`config.mk`:
```
export PLATFORM = sky130hd
export DESIGN_NAME = fecha_rtc_writer_flat
export DESIGN_NICKNAME = d
export VERILOG_FILES = /design/src/rtl/fecha_rtc_writer_if.sv /design/src/rtl/fecha_rtc_writer.sv /design/src/flat_wrapper.sv
export SDC_FILE = /design/constraint.sdc
export NUM_CORES = 1
export LEC_CHECK = 0
export BUFFER_PORTS_ARGS = -buffer_cell sky130_fd_sc_hd__clkbuf_2
export CORE_MARGIN = 5
export CORE_UTILIZATION = 25
export CTS_CLUSTER_DIAMETER = 100
export DETAILED_ROUTE_END_ITERATION = 7
export GPL_ROUTABILITY_DRIVEN = 1
export PLACE_DENSITY = 0.36
export SLEW_MARGIN = 25
export SYNTH_ARGS = -nofsm -noshare
export SYNTH_HDL_FRONTEND = slang
export SYNTH_SLANG_ARGS = --single-unit
```
`constraint.sdc`:
```
create_clock -name clk -period 8.4 [get_ports clk]
set_input_delay 1.68 -clock clk [delete_from_list [all_inputs] [get_ports clk]]
set_output_delay 1.68 -clock clk [all_outputs]
set_load 0.005 [all_outputs]
```
`src/rtl/fecha_rtc_writer_if.sv`:
```
// Purpose : signal bundle between the date edit controller / RTC bus and fecha_rtc_writer.
// Ports   : edit side diaC/mesC/yearC/commit, bus side bus_req/bus_addr/bus_data/bus_ack,
//           status busy/done/err. The slave modport is the writer, the master modport is its environment.
interface fecha_rtc_writer_if;
  logic [7:0] diaC;
  logic [7:0] mesC;
  logic [7:0] yearC;
  logic       commit;
  logic       bus_ack;
  logic       bus_req;
  logic [7:0] bus_addr;
  logic [7:0] bus_data;
  logic       busy;
  logic       done;
  logic       err;

  modport slave (
    input  diaC, mesC, yearC, commit, bus_ack,
    output bus_req, bus_addr, bus_data, busy, done, err
  );

  modport master (
    output diaC, mesC, yearC, commit, bus_ack,
    input  bus_req, bus_addr, bus_data, busy, done, err
  );
endinterface

```
`src/rtl/fecha_rtc_writer.sv`:
```
// Purpose : on a commit rising edge, snapshot day/month/year, convert to packed BCD and write
//           them to the RTC as three bus writes (day, month, year), then pulse done or err.
// Latency : snapshot at edge k, BCD at k+1, first bus_req after k+2; one idle GAP cycle between writes.
// Backpressure: each write holds bus_req/addr/data until bus_ack; gives up after TIMEOUT cycles.
// Ports   : clk, reset (async, active high); bus = fecha_rtc_writer_if.slave.
// Options : define FECHA_RANGE_CHECK_EN to reject out-of-range dates (day 1..31, month 1..12,
//           year 0..99) with an err pulse and no bus activity.
module fecha_rtc_writer #(
  parameter logic [7:0]  ADDR_DIA  = 8'h24,
  parameter logic [7:0]  ADDR_MES  = 8'h25,
  parameter logic [7:0]  ADDR_YEAR = 8'h26,
  parameter int unsigned TIMEOUT   = 1000
) (
  input logic               clk,
  input logic               reset,
  fecha_rtc_writer_if.slave bus
);

  typedef enum logic [2:0] {
    IDLE, SNAP, CONV, REQ, WAIT_ACK, GAP, FIN
  } state_t;

  localparam logic [15:0] C_TMO = 16'(TIMEOUT);

  state_t      r_state;
  state_t      w_next;
  logic        r_commit_q;
  logic        r_armed;
  logic [7:0]  r_dia, r_mes, r_year;
  logic [7:0]  r_bcd_dia, r_bcd_mes, r_bcd_year;
  logic [15:0] r_tmo;
  logic [1:0]  r_idx;
  logic        r_err;

  logic        w_commit_rise;
  logic        w_range_ok;
  logic        w_snap;
  logic        w_abort;
  logic        w_ack;
  logic        w_req;
  logic        w_busy;
  logic        w_done;
  logic [7:0]  w_addr;
  logic [7:0]  w_data;

  // Saturating binary-to-packed-BCD for 0..99.
  function automatic logic [7:0] to_bcd(input logic [7:0] v);
    logic [7:0] t;
    if (v > 8'd99) return 8'h99;
    t = v / 8'd10;
    return (t << 4) | (v - t * 8'd10);
  endfunction

  // r_armed stays low until commit has been seen low, so a commit held high
  // across reset release is not mistaken for a fresh edge.
  assign w_commit_rise = bus.commit & ~r_commit_q & r_armed;

`ifdef FECHA_RANGE_CHECK_EN
  assign w_range_ok = (r_dia >= 8'd1) && (r_dia <= 8'd31) &&
                      (r_mes >= 8'd1) && (r_mes <= 8'd12) &&
                      (r_year <= 8'd99);
`else
  assign w_range_ok = 1'b1;
`endif

  always_ff @(posedge clk or posedge reset) begin
    if (reset) r_state <= IDLE;
    else       r_state <= w_next;
  end

  always_comb begin
    w_next  = r_state;
    w_snap  = 1'b0;
    w_abort = 1'b0;
    w_ack   = 1'b0;
    w_req   = 1'b0;
    w_busy  = 1'b0;
    w_done  = 1'b0;
    w_addr  = 8'h00;
    w_data  = 8'h00;
    case (r_state)
      IDLE: begin
        if (w_commit_rise) begin
          w_snap = 1'b1;
          w_next = SNAP;
        end
      end
      SNAP: begin
        w_busy = 1'b1;
        w_next = CONV;
      end
      CONV: begin
        w_busy = 1'b1;
        if (!w_range_ok) begin
          w_abort = 1'b1;
          w_next  = IDLE;
        end else begin
          w_next = REQ;
        end
      end
      REQ: begin
        w_busy = 1'b1;
        w_req  = 1'b1;
        // REQ is the first bus_req cycle and already counts toward the timeout.
        if (bus.bus_ack) begin
          w_ack = 1'b1;
        end else if (C_TMO <= 16'd1) begin
          w_abort = 1'b1;
          w_next  = IDLE;
        end else begin
          w_next = WAIT_ACK;
        end
      end
      WAIT_ACK: begin
        w_busy = 1'b1;
        w_req  = 1'b1;
        // r_tmo counts bus_req cycles already completed for this write.
        if (bus.bus_ack) begin
          w_ack = 1'b1;
        end else if (16'(r_tmo + 16'd1) >= C_TMO) begin
          w_abort = 1'b1;
          w_next  = IDLE;
        end
      end
      GAP: begin
        w_busy = 1'b1;
        w_next = REQ;
      end
      FIN: begin
        w_done = 1'b1;
        w_next = IDLE;
      end
      default: w_next = IDLE;
    endcase

    if (w_ack) w_next = (r_idx == 2'd2) ? FIN : GAP;

    if (w_req) begin
      case (r_idx)
        2'd0:    begin w_addr = ADDR_DIA;  w_data = r_bcd_dia;  end
        2'd1:    begin w_addr = ADDR_MES;  w_data = r_bcd_mes;  end
        default: begin w_addr = ADDR_YEAR; w_data = r_bcd_year; end
      endcase
    end
  end

  always_ff @(posedge clk or posedge reset) begin
    if (reset) begin
      r_commit_q <= 1'b0;
      r_armed    <= 1'b0;
      r_dia      <= 8'h00;
      r_mes      <= 8'h00;
      r_year     <= 8'h00;
      r_bcd_dia  <= 8'h00;
      r_bcd_mes  <= 8'h00;
      r_bcd_year <= 8'h00;
      r_tmo      <= 16'h0000;
      r_idx      <= 2'd0;
      r_err      <= 1'b0;
    end else begin
      r_commit_q <= bus.commit;
      if (!bus.commit) r_armed <= 1'b1;
      r_err <= w_abort;
      if (w_snap) begin
        r_dia  <= bus.diaC;
        r_mes  <= bus.mesC;
        r_year <= bus.yearC;
        r_idx  <= 2'd0;
      end
      if (r_state == SNAP) begin
        r_bcd_dia  <= to_bcd(r_dia);
        r_bcd_mes  <= to_bcd(r_mes);
        r_bcd_year <= to_bcd(r_year);
      end
      if (r_state == REQ)           r_tmo <= 16'd1;
      else if (r_state == WAIT_ACK) r_tmo <= r_tmo + 16'd1;
      if (w_ack && (r_idx != 2'd2)) r_idx <= r_idx + 2'd1;
    end
  end

  assign bus.bus_req  = w_req;
  assign bus.bus_addr = w_addr;
  assign bus.bus_data = w_data;
  assign bus.busy     = w_busy;
  assign bus.done     = w_done;
  assign bus.err      = r_err;

endmodule

```
`src/flat_wrapper.sv`:
```
// flat-port wrapper written by rule: the top's interface ports become plain ports
module fecha_rtc_writer_flat 
#(
  parameter logic [7:0]  ADDR_DIA  = 8'h24,
  parameter logic [7:0]  ADDR_MES  = 8'h25,
  parameter logic [7:0]  ADDR_YEAR = 8'h26,
  parameter int unsigned TIMEOUT   = 1000
)
  (clk, reset, bus_diaC, bus_mesC, bus_yearC, bus_commit, bus_bus_ack, bus_bus_req, bus_bus_addr, bus_bus_data, bus_busy, bus_done, bus_err);
  fecha_rtc_writer_if bus_i ();
  input logic clk;
  input logic reset;
  input wire logic [$bits(bus_i.diaC)-1:0] bus_diaC;
  input wire logic [$bits(bus_i.mesC)-1:0] bus_mesC;
  input wire logic [$bits(bus_i.yearC)-1:0] bus_yearC;
  input wire logic [$bits(bus_i.commit)-1:0] bus_commit;
  input wire logic [$bits(bus_i.bus_ack)-1:0] bus_bus_ack;
  output wire logic [$bits(bus_i.bus_req)-1:0] bus_bus_req;
  output wire logic [$bits(bus_i.bus_addr)-1:0] bus_bus_addr;
  output wire logic [$bits(bus_i.bus_data)-1:0] bus_bus_data;
  output wire logic [$bits(bus_i.busy)-1:0] bus_busy;
  output wire logic [$bits(bus_i.done)-1:0] bus_done;
  output wire logic [$bits(bus_i.err)-1:0] bus_err;
  assign bus_i.diaC = bus_diaC;
  assign bus_i.mesC = bus_mesC;
  assign bus_i.yearC = bus_yearC;
  assign bus_i.commit = bus_commit;
  assign bus_i.bus_ack = bus_bus_ack;
  assign bus_bus_req = bus_i.bus_req;
  assign bus_bus_addr = bus_i.bus_addr;
  assign bus_bus_data = bus_i.bus_data;
  assign bus_busy = bus_i.busy;
  assign bus_done = bus_i.done;
  assign bus_err = bus_i.err;
  fecha_rtc_writer #(.ADDR_DIA(ADDR_DIA), .ADDR_MES(ADDR_MES), .ADDR_YEAR(ADDR_YEAR), .TIMEOUT(TIMEOUT)) u_core (.clk(clk), .reset(reset), .bus(bus_i));
endmodule
```
==> results.sh <==
export IMPL_start_util=0.255
export IMPL_worstHoldStart="u_core.r_armed"
export IMPL_synth_compound_area_frac=0.236
export IMPL_r2r_setup_slack_ps=3210
export IMPL_gp_congestion=0.789
export IMPL_numCtsBuffers=9
export IMPL_cp_data_arrival_time_ps=5420
export IMPL_timing_setup_tns_ps=0
export IMPL_ioPinCount=48
export IMPL_cts_tree="done"
export IMPL_cts_buffer_depth=2
export IMPL_syn_inst=686
export IMPL_first_iter_violations=309
export IMPL_drc=0
export IMPL_synth_simple_area_share=0.182
export IMPL_overflow=0
export IMPL_hold_viol_final=0
export IMPL_synth_cell_types=68
export IMPL_grt_usage=0.123
export IMPL_synthAdderAreaFrac=0.109
export IMPL_synth_top_family_by_area="compound AO/OA/AOI/OAI gates"
export IMPL_antenna_found_initial=0
export IMPL_rsz0062_at_grt="no"
export IMPL_drt_wl_total_um=15800
export IMPL_viasPerCell=5.08
export IMPL_htree_levels=3
export IMPL_cts_repair_resized=0
export IMPL_ys_async_sr_fraction=1.00
export IMPL_worstSetupStartpointType="flop"
export IMPL_die_w_um=162
export IMPL_status="finished clean"
export IMPL_r2r_start="u_core.r_mes[3]"
export IMPL_nets=772
export IMPL_coreArea_mm2=0.0227
export IMPL_synth_area_mux_share=0.0501
export IMPL_path_max_fanout=20
export IMPL_diodes=0
export IMPL_synth_seq_cells=72
export IMPL_syn2layout_area_growth_pct=11.6
export IMPL_clkSinkCount=72
export IMPL_seq_area_frac_synth=0.311
export IMPL_post_cts_buffers=0
export IMPL_syn_avg_cell_area_um2=8.44
export IMPL_ys_flop_type="dfrtp_1"
export IMPL_grt_pass1_vias=5052
export IMPL_cap_viol_max_count=0
export IMPL_synth_top_area_frac=0.311
export IMPL_numPortBuffers=43
export IMPL_dp_hpwl_um=11200
export IMPL_drive_gt1_frac=0.134
export IMPL_root_buffer="clkbuf_16"
export IMPL_yosys_top_cells_count="72 x dfrtp_1, 62 x nand2_1, 56 x o21ai_0"
export IMPL_period_needed_ps=5190
export IMPL_wl_per_cell_um=16.0
export IMPL_netlist_area_mm2=0.00579
export IMPL_hold_class="reg -> reg"
export IMPL_end_kind="flop"
export IMPL_yosysWarnings=0
export IMPL_setup_viol=0
export IMPL_die_area_mm2=0.0263
export IMPL_grt_max_degree=73
export IMPL_r2r_end="u_core.r_bcd_mes[7]"
export IMPL_clk_latency_ps=340
export IMPL_holdPathStages=1
export IMPL_yosys_area_top_type="dfrtp_1"
export IMPL_yosysMostFrequentCell="dfrtp_1"
export IMPL_holdWs_ps=469
export IMPL_dr_pass1_iters=4
export IMPL_slew_headroom=0.424
export IMPL_grt_first_pass_wirelength_um=26600
export IMPL_cts_hold_buf=0
export IMPL_finalCritPeriodShare=0.618
export IMPL_clk_pin_slew_worst_paths_ps=60
export IMPL_row_count=55
export IMPL_crit_required_ps=8630
export IMPL_critical_path_class="reg -> reg"
export IMPL_skew_ps=7.58
export IMPL_r2r_worst_path_cells=23
export IMPL_detail_route_antenna_nets=0
export IMPL_synth_edf_count=0
export IMPL_synth_xor_area_frac=0.0408
export IMPL_tightest_slew_ps=861
export IMPL_synth_area_leaders="dfrtp_1 31%, ha_1 8.9%, o21ai_0 4.8%, a21oi_1 4.8%, mux2_2 4.7%"
export IMPL_chipHeight_um=162
export IMPL_clock_fmax_mhz=193
export IMPL_min_to="u_core.r_armed"
export IMPL_vias=5016
export IMPL_slew_viol_final=0
-- cell type report --
cell class	count	area [um^2]
Clock buffer	10	229
Clock inverter	6	68.8
Timing Repair Buffer	47	249
Fill cell	2458	16200
Multi-Input combinational cell	524	3600
Sequential cell	72	1800
Tap cell	285	357
Inverter	43	163
-- worst max-delay path, cell delays in order, from the launching register on --
cell	delay, ps
dfrtp_1	630
nor2_1	470
nand2_1	110
o211ai_1	130
a21oi_1	90
a221oi_1	280
o21a_1	180
ha_1	230
nand2b_1	210
a21oi_1	100
a21o_1	200
or3_1	300
o221ai_1	80
a21o_1	170
ha_1	160
ha_1	160
inv_1	50
fa_1	370
xor2_1	160
ha_1	320
a21oi_1	150
o21ai_0	110
xnor2_1	140
o32a_1	280
-- sequential cells by signal, indices dropped and copies added (netlist names) --
name / cells
u_core.r_idx: 2
u_core.r_bcd_dia: 8
u_core.bus.err: 1
u_core.r_tmo: 16
u_core.r_mes: 8
u_core.r_year: 8
u_core.r_armed: 1
u_core.r_dia: 8
u_core.r_commit_q: 1
u_core.r_bcd_mes: 8
u_core.r_state: 3
u_core.r_bcd_year: 8
-- placed cells by master (no fill, tap or decap), types with 5 or more instances in the layout --
cell       synthesis  layout
clkbuf_16          0       9
o21a_1             7       7
nand2_1           62      62
ha_1              41      41
nor3_1             8       8
inv_1             43      42
a21o_1            11      11
a21oi_1           55      55
nand2b_1          18      18
o21ai_0           56      56
a22oi_1           15      15
fa_1               6       6
and2_1             6       6
nand3_1           15      15
a31oi_1            7       7
o22ai_1            5       5
xor2_1            15      15
nor2b_1            9       9
o211ai_1           5       5
or3_1              5       5
mux2_2            24      24
clkbuf_2           0      43
o22a_1             5       5
and3_1             5       5
xnor2_1           12      12
nor2_1            45      45
dfrtp_1           72      72
nand4_1            5       5
o32a_1             6       6
-- how the worst max path moves through the flow --
stage / cells after the start / slack (ps) / from / to
2_1_floorplan: 24 / 3830 / u_core.r_mes[3] / u_core.r_bcd_mes[7]
3_3_place_gp: 23 / 3430 / u_core.r_mes[3] / u_core.r_bcd_mes[7]
3_5_place_dp: 23 / 3240 / u_core.r_mes[3] / u_core.r_bcd_mes[7]
4_1_cts: 23 / 3220 / u_core.r_mes[3] / u_core.r_bcd_mes[7]
5_1_grt: 23 / 2650 / u_core.r_mes[3] / u_core.r_bcd_mes[7]
6_report: 23 / 3210 / u_core.r_mes[3] / u_core.r_bcd_mes[7]
-- routing by layer --
metal  global-route usage  part of all wire
met4               0.0346             0.013
met2                0.208              0.49
met3               0.0264             0.030
met1                0.160              0.47
met5                    0                 0
-- metrics by stage --
stage                     setup slack [ps]  utilization  area [um^2]  cells
after floorplan                       3830            -         5800    689
after global placement                3430        0.271         6160    971
after detailed placement              3240        0.271         6160    971
after CTS                             3220        0.285         6460    987
after global routing                  2650        0.285         6460    987
final                                 3210        0.285         6460    987
-- cells by family after synthesis --
logic type	count (synthesis)
AO/OA/AOI/OAI	213
AND/OR/NAND/NOR	207
buffers and inverters	93
flip-flops	72
adder cells (fa/ha/maj)	47
XOR/XNOR	27
multiplexers	26
other	1
Power is not shown: default switching activity piles up to over one toggle a cycle in this logic, so the estimate is an artifact.
